==> src/rtl/xnor_arb.sv <==
// Two-requester round-robin arbiter feeding a registered bitwise-XNOR unit.
// One transaction in flight at a time: IDLE accepts, RESP holds the result until consumed.
module xnor_arb #(
    parameter int unsigned WIDTH = 32
) (
    input  logic             clk,
    input  logic             rst_n,
    input  logic             req0_valid,
    output logic             req0_ready,
    input  logic [WIDTH-1:0] req0_a,
    input  logic [WIDTH-1:0] req0_b,
    input  logic             req1_valid,
    output logic             req1_ready,
    input  logic [WIDTH-1:0] req1_a,
    input  logic [WIDTH-1:0] req1_b,
    output logic             rsp_valid,
    input  logic             rsp_ready,
    output logic             rsp_id,
    output logic [WIDTH-1:0] rsp_data,
    output logic             busy,
    output logic [15:0]      done_cnt
);

    typedef enum logic {StIdle, StResp} state_t;

    state_t      state;
    logic        last_grant;
    logic        grant0;
    logic        grant1;
    logic [15:0] done_cnt_q;

    // Ties go to the requester that was not granted last; a lone requester always wins.
    always_comb begin
        grant0 = 1'b0;
        grant1 = 1'b0;
        if (rst_n && state == StIdle) begin
            if (req0_valid && (!req1_valid || last_grant)) begin
                grant0 = 1'b1;
            end else if (req1_valid) begin
                grant1 = 1'b1;
            end
        end
    end

    assign req0_ready = grant0;
    assign req1_ready = grant1;
    assign busy       = (state == StResp);
    assign done_cnt   = done_cnt_q;

    always_ff @(posedge clk or negedge rst_n) begin
        if (!rst_n) begin
            state      <= StIdle;
            rsp_valid  <= 1'b0;
            rsp_data   <= '0;
            rsp_id     <= 1'b0;
            done_cnt_q <= 16'h0000;
            last_grant <= 1'b1;
        end else begin
            case (state)
                StIdle: begin
                    if (grant0 || grant1) begin
                        rsp_data   <= grant1 ? ~(req1_a ^ req1_b) : ~(req0_a ^ req0_b);
                        rsp_id     <= grant1;
                        last_grant <= grant1;
                        rsp_valid  <= 1'b1;
                        state      <= StResp;
                    end
                end
                StResp: begin
                    if (rsp_ready) begin
                        rsp_valid  <= 1'b0;
                        done_cnt_q <= done_cnt_q + 16'd1;
                        state      <= StIdle;
                    end
                end
                default: state <= StIdle;
            endcase
        end
    end

endmodule
==> config.mk <==
export PLATFORM = sky130hd
export DESIGN_NAME = xnor_arb
export DESIGN_NICKNAME = d
export VERILOG_FILES = /design/src/rtl/xnor_arb.sv
export SDC_FILE = /design/constraint.sdc
export NUM_CORES = 1
export LEC_CHECK = 0
export CAP_MARGIN = 20
export CORE_AREA = 2 2 102 104
export CTS_CLUSTER_SIZE = 24
export DETAILED_ROUTE_END_ITERATION = 16
export DIE_AREA = 0 0 104 106
export GPL_TIMING_DRIVEN = 0
export PLACE_DENSITY_LB_ADDON = 0.08
export SETUP_SLACK_MARGIN = 0.3
export SYNTH_ARGS = -nofsm -noshare
export SYNTH_HDL_FRONTEND = slang
export SYNTH_SLANG_ARGS = --single-unit
==> constraint.sdc <==
create_clock -name clk -period 2.2 [get_ports clk]
set_clock_uncertainty 0.2 [all_clocks]
set_input_delay 0.33 -clock clk [delete_from_list [all_inputs] [get_ports clk]]
set_output_delay 0.33 -clock clk [all_outputs]
set_load 0.01 [all_outputs]
==> Word level (Yosys, flattened, before mapping) <==
Cells that the tools add are included.
{ "totals": {"ff_bits": 52, "inputBits": 133, "out_inout_bits": 53} }
{ "classes": {"n_addsub": 1, "n_eq_ne": 2, "n_mux": 12, "bitwise_logic": 5, "reduce_logical": 8} }
{ "op_table": {"columns": ["operator", "n"], "rows": [
  ["inverter 32 bit", 2],
  ["XOR 32 bit", 2],
  ["two-way mux 32 bit", 1],
  ["adder 16 x 1 -> 16 bit (second input constant)", 1],
  ["two-way mux 1 bit", 9],
  ["AND reduction 2 bit", 3],
  ["one-hot mux 1 bit (2 select lines)", 2],
  ["logical AND 1 bit", 2],
  ["logical OR 1 bit", 2],
  ["inequality test 2 x 1 -> 1 bit (second input constant)", 1],
  ["inequality test 2 bit (second input constant)", 1],
  ["logical NOT 1 bit", 1],
  ["inverter 1 bit", 1]
]} }

==> Logic depth before layout (Yosys ltp) <==
Gate-level depths: netlist of run 1.
{ "logic_depth": {"ltp_word": 8, "depth_mapped": 6} }

==> Worst setup path before layout of run 1 <==
OpenSTA, ideal clock, no wires.
{ "synth_timing": {"path_kind": "register to output", "startpoint": "reg state, in the netlist busy", "endpoint": "out req1_ready", "arrival_ps": 1093, "required_ps": 1670, "path_slack_ps": 577, "path_stages_with_launch": 5, "path_buffers": 1, "path_cell_list": "dfrtp_1 -> nand3b_1 -> a21o_4 -> inv_2 -> buf_6"} }
{ "synth_between": {"elab_chain_len": 3} }
{ "synth_lines": {"columns": ["element", "line_no", "text"], "rows": [
  ["from (decl)", "26", "state_t state;"],
  ["from (signal assigned)", "52", "state <= StIdle;"],
  ["from (signal assigned)", "66", "state <= StResp;"],
  ["from (signal assigned)", "73", "state <= StIdle;"],
  ["inverter 1 bit (no source line)", null, null],
  ["logical AND 1 bit", "36", "if (rst_n && state == StIdle) begin"],
  ["two-way mux 1 bit", "36", null],
  ["to (decl)", "13", "output logic req1_ready,"]
]} }
No other way between the ends.

==> Final worst setup path of run 1 <==
{ "layout_timing": {"startpoint": "in req0_valid", "endpoint": "out req1_ready"} }
{ "layout_between": {"elab_chain_len": 3} }
{ "layout_lines": {"columns": ["element", "line_no", "text"], "rows": [
  ["from (decl)", "8", "input logic req0_valid,"],
  ["logical AND 1 bit", "37", "if (req0_valid && (!req1_valid || last_grant)) begin"],
  ["two-way mux 1 bit", "37", null],
  ["two-way mux 1 bit", "36", null]
]} }
No other way between the ends.

==> summary.md, run 1 <==
| Metric | Value |
|---|---|
| Initial DRT Pass Iterations | `4` |
| Clk Latency, worst-skew pair | `~0.31 ns` |
| Hold Path Class | `reg -> reg` |
| Area grow syn2layout | `81.5%` |
| Largest net degree at the start of global routing | `26` |
| Power, Total | `3.49 mW` |
| DPL Wire Length | `6990 µm` |
| Die area | `about 0.011 mm²` |
| Data arrival, critical path | `approximately 1.4 ns` |
| CTS sink cnt | `52` |
| Clock period minus worst slack | `approximately 1.9 ns` |
| CP max FO | `4` |
| Most common cell after layout, fill and taps aside | `clkdlybuf4s50_1` |
| Synth area leaders | `dfrtp_1, xnor2_1, a21oi_1` |
| Root Buffer | `clkbuf_8` |
| Design area | `0.00526 mm²` |
| Kind of critical path | `in -> out` |
| Ys flop type | `dfrtp_1` |
| Most frequent cells in the layout | `clkdlybuf4s50_1, xnor2_1, a21oi_1, dfrtp_1, nor2_1` |
| Number of diodes | `0` |
| Maxcap violations | `0` |
| Final wirelength | `9150 µm` |
| Core Rows | `37` |
| DRT iter0 DRCs | `a little under 80` |
| Slack of the critical path | `0.299 ns` |
| Slew Limit Fails | `0` |
| Register area share after synthesis | `roughly 45%` |
| Crit path capture type | `primary output` |
| Initial antenna violation count | `0` |
| Die Y | `106 µm` |
| Post-synth cell types | `29` |
| Fin cells | `656` |
| Area share of the largest cell type after synthesis | `between 40% and 50%` |
| PortBufs | `185` |
| I/O pins | `roughly 190` |
| Via-per-instance ratio | `around 4.4` |
| Dpl cell area | `roughly 0.005 mm²` |
| Worst Path Required | `between 1.5 and 2 ns` |
| Post-Syn Area per Cell | `between 9 and 10 µm²` |
| Routed Antenna Nets | `0` |
| Hold Fails Final Rpt | `0` |
| Tot GR Track Use | `around 17%` |
| Fraction of layout cells with a size suffix above 1 | `approximately 9.2%` |
| EDFF count, synth | `0` |
| Async S/R FF share, synth | `100%` |
| Pwr dens | `about 660 mW/mm²` |
| CTS tree | `yes` |
| Initial Utilization | `29.0%` |
| Crit path launch type | `input port` |
| Yosys warning count | `0` |
| Number of synthesized register bits | `52` |
| DRC Markers | `0` |
| CTS Buf Count | `5` |
| RD Place Congestion | `just over 0.7` |
| Mapped Area | `around 0.0029 mm²` |
| Core Footprint | `0.0100 mm²` |
| Clock buffer depth | `2` |
| CTS H-Tree Depth | `2` |
| Syn nets | `roughly 450` |
| Period utilization | `between 80% and 90%` |
| Pre-CTS setup slack | `-0.733 ns` |
| Fmax | `526 MHz` |
| Dpl cells | `roughly 640` |
| Nets | `about 650` |
| Final setup violation count | `0` |
| Die width | `around 100 µm` |
| Detailed-route via count | `around 2900` |
| Setup TNS Final | `0 ns` |
| Outcome | `finished clean` |
| RSZ-0062 raised after global routing | `true` |
| VDD IR max | `0.307 mV` |
| Wire per inst | `13.9 µm` |
| Total gr overflow | `0` |
| LEAKAGE | `about 2.2 nW` |
| First-pass GRT wire length | `roughly 15000 µm` |
| Gate Count Post-Synth | `between 300 and 400` |
| Worst-Margin Slew | `around 0.61 ns` |
| Area leader, netlist | `dfrtp_1` |
| Vias in the first global route | `2963` |
| CTS clock-pin slew for the worst setup and hold paths | `roughly 0.09 ns` |
| Max_slew headroom | `58.9%` |
[sequential cells by signal (all words and copies together), names as in the netlist]
name / flops
rsp_data: 32
last_grant: 1
rsp_id: 1
done_cnt: 16
rsp_valid: 1
busy: 1
[per-layer routing]
layer | vias to the layer above | part of all wire (%) | GRT usage, % | wire [µm]
met5 | - | 0 | 0 | 0
met4 | 0 | 1.4 | 4.44 | 132
met3 | 10 | 7.1 | 5.09 | 654
met2 | 108 | 50 | 30.0 | 4580
met1 | 1315 | 41 | 19.8 | 3790
li1 | 1437 | - | - | -
[report_power, final]
| group | switching (mW) | internal, mW |
|---|---|---|
| logic | 0.586 | 0.877 |
| registers | 0.164 | 1.19 |
| clock network | 0.333 | 0.337 |
| total | 1.08 | 2.40 |
[synth_stat cells, types with 3 or more instances]
cell type and n:
a21oi_1 64, and3_1 4, buf_2 6, buf_6 3
clkbuf_1 3, dfrtp_1 51, inv_1 3, nand2_1 37
nand3_1 8, nor2_1 40, xnor2_1 73, xor2_1 6
[final cells by class]
class / instances / area (µm²)
plain buffers: 12 / 82.6
clock buffers: 5 / 68.8
clock inverters: 3 / 42.5
fillers: 1008 / 4740
inverters: 4 / 20.0
multi-input cells: 247 / 1540
flip-flops and latches: 52 / 1310
well taps: 136 / 170
repair buffers: 197 / 2030
[cell families after synthesis]
| family | share of synthesized area, % |
|---|---|
| xor gates and xnor gates | 23.9 |
| muxes | 0.389 |
| buffers and inverters | 3.11 |
| adders and majority gates | 0.432 |
| DFF | 45.0 |
| and+or+nand+nor | 15.0 |
| AOI/OAI and AO/OA | 12.2 |
[worst max-delay path, cell delays in order]
cell,delay (ns)
clkdlybuf4s50_1,0.59
a21o_4,0.18
clkinv_4,0.05
buf_8,0.11
buf_6,0.11
[through the flow]
stage                     hold WS [ns]  utilization [%]
after floorplan                 -0.166                -
after global placement           0.265             49.2
after detailed placement         0.186             49.3
after CTS                        0.283             52.1
after global routing             0.327             52.6
final                            0.275             52.6
[worst paths after layout]
check	startpoint	to	slack, ns	cells after the start
max	req0_valid	req1_ready	0.30	5
min	done_cnt[15]$_DFFE_PN0P_	done_cnt[15]$_DFFE_PN0P_	0.28	1
max reg2reg	busy$_DFF_PN0_	rsp_data[9]$_DFFE_PN0P_	0.48	7
min reg2reg	done_cnt[15]$_DFFE_PN0P_	done_cnt[15]$_DFFE_PN0P_	0.28	1
max in group asynchronous	rst_n	rsp_data[4]$_DFFE_PN0P_	0.86	4
min in group asynchronous	rst_n	last_grant$_DFFE_PN1P_	0.52	4
[timing repair]
item / 4_1_cts / 5_1_grt
resized for setup: 21 / 16
endpoints found under the hold margin: 51 / 0
hold buffers: 5 / 0
setup endpoints to repair: 38 / 34
buffers inserted: 4 / 1
gates cloned: 1 / 0
Power figures use the tool's default switching activity.
==> run 2, diff against run 1 <==
--- a/config.mk
+++ b/config.mk
@@ -13,6 +13,7 @@
 export GPL_TIMING_DRIVEN = 0
 export PLACE_DENSITY_LB_ADDON = 0.08
 export SETUP_SLACK_MARGIN = 0.3
+export SLEW_MARGIN = 40
 export SYNTH_ARGS = -nofsm -noshare
 export SYNTH_HDL_FRONTEND = slang
 export SYNTH_SLANG_ARGS = --single-unit
==> constraint.sdc (replaced) <==
create_clock -name clk -period 2.1 [get_ports clk]
set_clock_uncertainty 0.2 [all_clocks]
set_input_delay 0.315 -clock clk [delete_from_list [all_inputs] [get_ports clk]]
set_output_delay 0.315 -clock clk [all_outputs]
set_load 0.01 [all_outputs]
==> run 2 against run 1 <==
Sequential power is 3% higher. Hold slack worse by 0.0019 ns. Register-to-register slack worse by 0.09 ns. Design area is 2.7% higher. Die area stayed put. Critical path depth stayed put. Critical endpoint unchanged. Sequential share of layout area is 0.69 points lower.
==> summary.md, run 2 (same netlist as run 1, synthesis figures left out) <==
| Metric | Value |
|---|---|
| I/O pins | `roughly 190` |
| Max FFs per register | `32` |
| CTS sink cnt | `52` |
| DRC Markers | `0` |
| Slack of the critical path | `0.262 ns` |
| Tot GR Track Use | `between 15 and 20%` |
| Outcome | `finished clean` |
| Die area | `0.0110 mm²` |
| First-pass GRT wire length | `around 15000 µm` |
| M1 wire length | `between 3000 and 4000 µm` |
| CTS tree | `yes` |
| PortBufs | `about 190` |
| Worst-Margin Slew | `between 0.6 and 0.7 ns` |
| Maxcap violations | `0` |
| Fmax | `between 500 and 600 MHz` |
| Clock period minus worst slack | `about 1.8 ns` |
| LEAKAGE | `between 2 and 2.5 nW` |
| Top Metal Used | `met4` |
| Period utilization | `87.5%` |
| Hold path start | `done_cnt[15]$_DFFE_PN0P_` |
| Max_slew headroom | `between 50 and 60%` |
| Worst setup startpoint | `busy$_DFF_PN0_` |
| Final wirelength | `9310 µm` |
| Initial antenna violation count | `0` |
| Number of diodes | `0` |
| Most frequent cells in the layout | `clkdlybuf4s50_1, xnor2_1, a21oi_1, dfrtp_1, nor2_1` |
| CTS H-Tree Depth | `2` |
| Root Buffer | `clkbuf_8` |
| Detailed-route via count | `roughly 3000` |
| Setup slack, reg-to-reg | `a little under 0.4 ns` |
| CP max FO | `2` |
| R2R Path Start | `busy$_DFF_PN0_` |
| Dpl cells | `approximately 640` |
| Fraction of layout cells with a size suffix above 1 | `between 10% and 20%` |
| Total gr overflow | `0` |
| RSZ-0062 raised after global routing | `true` |
| Die Y | `106 µm` |
| Initial Utilization | `29.0%` |
| Clock buffer depth | `2` |
| Biggest register | `rsp_data` |
| CP max stage delay | `between 0.3 and 0.4 ns` |
| Routed wl met2 | `between 4000 and 5000 µm` |
| Core Footprint | `roughly 0.010 mm²` |
| Wire per inst | `13.9 µm` |
| Pre-CTS setup slack | `-0.581 ns` |
| Slew Limit Fails | `0` |
| CTS clock-pin slew for the worst setup and hold paths | `about 0.1 ns` |
| Worst Path Required | `1.58 ns` |
| Setup TNS Final | `0 ns` |
| Area grow syn2layout | `86.3%` |
| Vias in the first global route | `slightly above 3000` |
| Most common cell after layout, fill and taps aside | `clkdlybuf4s50_1` |
| Met3 wire len | `around 660 µm` |
| Nets | `~670` |
| Worst-path cell chain | `nand3b_1, a21o_4, inv_8, buf_8, buf_6` |
| Hold Fails Final Rpt | `0` |
| Die width | `104 µm` |
| Routed Antenna Nets | `0` |
| Kind of critical path | `reg -> out` |
| DPL Wire Length | `6980 µm` |
| Pwr dens | `693 mW/mm²` |
| VDD IR max | `0.329 mV` |
| Largest net degree at the start of global routing | `26` |
| Core Rows | `37` |
| Crit path launch type | `flip-flop` |
| Clk Latency, worst-skew pair | `between 0.3 and 0.4 ns` |
| RD Place Congestion | `0.712` |
| DRT iter0 DRCs | `between 80 and 90` |
| Final setup violation count | `0` |
| Power, Total | `about 3.7 mW` |
| Critical-path top delay cell | `dfrtp_1` |
| Data arrival, critical path | `roughly 1.3 ns` |
| Via-per-instance ratio | `~4.4` |
| Design area | `between 0.005 and 0.006 mm²` |
| Fin cells | `about 670` |
| Hold Path Class | `reg -> reg` |
| Initial DRT Pass Iterations | `5` |
| Dpl cell area | `between 0.004 and 0.005 mm²` |
| Crit path capture type | `primary output` |
| CTS Buf Count | `5` |
[run 2: cell types whose count changed in the layout (fill, tap and decap cells not counted), moves of 3 or more]
cell,previous run,this run
clkdlybuf4s50_1,180,170
dlymetal6s2s_1,1,8
dlygate4sd2_1,1,4
buf_8,1,5
buf_4,6,16
[run 2: per-stage QoR]
| stage | util [%] | hold slack (ns) |
|---|---|---|
| finish | 54.0 | 0.273 |
| global route | 54.0 | 0.320 |
| CTS | 52.6 | 0.283 |
| detailed placement | 49.4 | 0.0535 |
| global placement | 49.2 | 0.265 |
| floorplan | - | -0.181 |
[run 2: routing by layer]
layer  vias up  global-route usage, %
li1       1467                      -
met5         -                      0
met2       119                   29.6
met4         0                   5.60
met1      1371                   19.6
met3        16                   4.90
[run 2: final cells by class]
class,instances,area [µm²]
Sequential cell,52,1300
Buffer,12,90.1
Inverter,4,22.5
Tap cell,136,170
Clock inverter,3,42.5
Fill cell,1015,4600
Clock buffer,5,68.8
Multi-Input combinational cell,247,1530
Timing Repair Buffer,210,2170
[run 2: worst paths after layout]
path,to,cells after the start
min,done_cnt[15]$_DFFE_PN0P_,1
max,req1_ready,5
min reg2reg,done_cnt[15]$_DFFE_PN0P_,1
min in group asynchronous,last_grant$_DFFE_PN1P_,3
max in group asynchronous,rsp_data[10]$_DFFE_PN0P_,3
max reg2reg,rsp_data[19]$_DFFE_PN0P_,8
[run 2: repair_timing]
item	in CTS	in global routing
endpoints found under the setup margin	43	42
hold buffers	4	0
gates resized for setup	26	18
pin swaps	0	3
setup buffers	14	3
hold endpoints to repair	37	0
cloned	1	2
[run 2: worst max-delay path, delay by kind of cell (launching register included)]
| kind | cells | cell delay, ns |
|---|---|---|
| and+or+nand+nor | 1 | 0.17 |
| DFF | 1 | 0.39 |
| AOI/OAI and AO/OA | 1 | 0.22 |
| buffers and inverters | 3 | 0.23 |
[run 2: where the power goes]
| group | internal (mW) | switching, mW | leakage (nW) |
|---|---|---|---|
| clock network | 0.353 | 0.345 | 0.0541 |
| logic | 0.988 | 0.666 | 1.67 |
| registers | 1.24 | 0.142 | 0.607 |
| total | 2.58 | 1.15 | 2.34 |
==> run 3, diff against run 2 <==
--- a/config.mk
+++ b/config.mk
@@ -5,7 +5,7 @@
 export SDC_FILE = /design/constraint.sdc
 export NUM_CORES = 1
 export LEC_CHECK = 0
-export CAP_MARGIN = 20
+export CAP_MARGIN = 25
 export CORE_AREA = 2 2 102 104
 export CTS_CLUSTER_SIZE = 24
 export DETAILED_ROUTE_END_ITERATION = 16
==> results of run 3 <==
The final DEF is identical to that of run 2; final timing and power are the same.
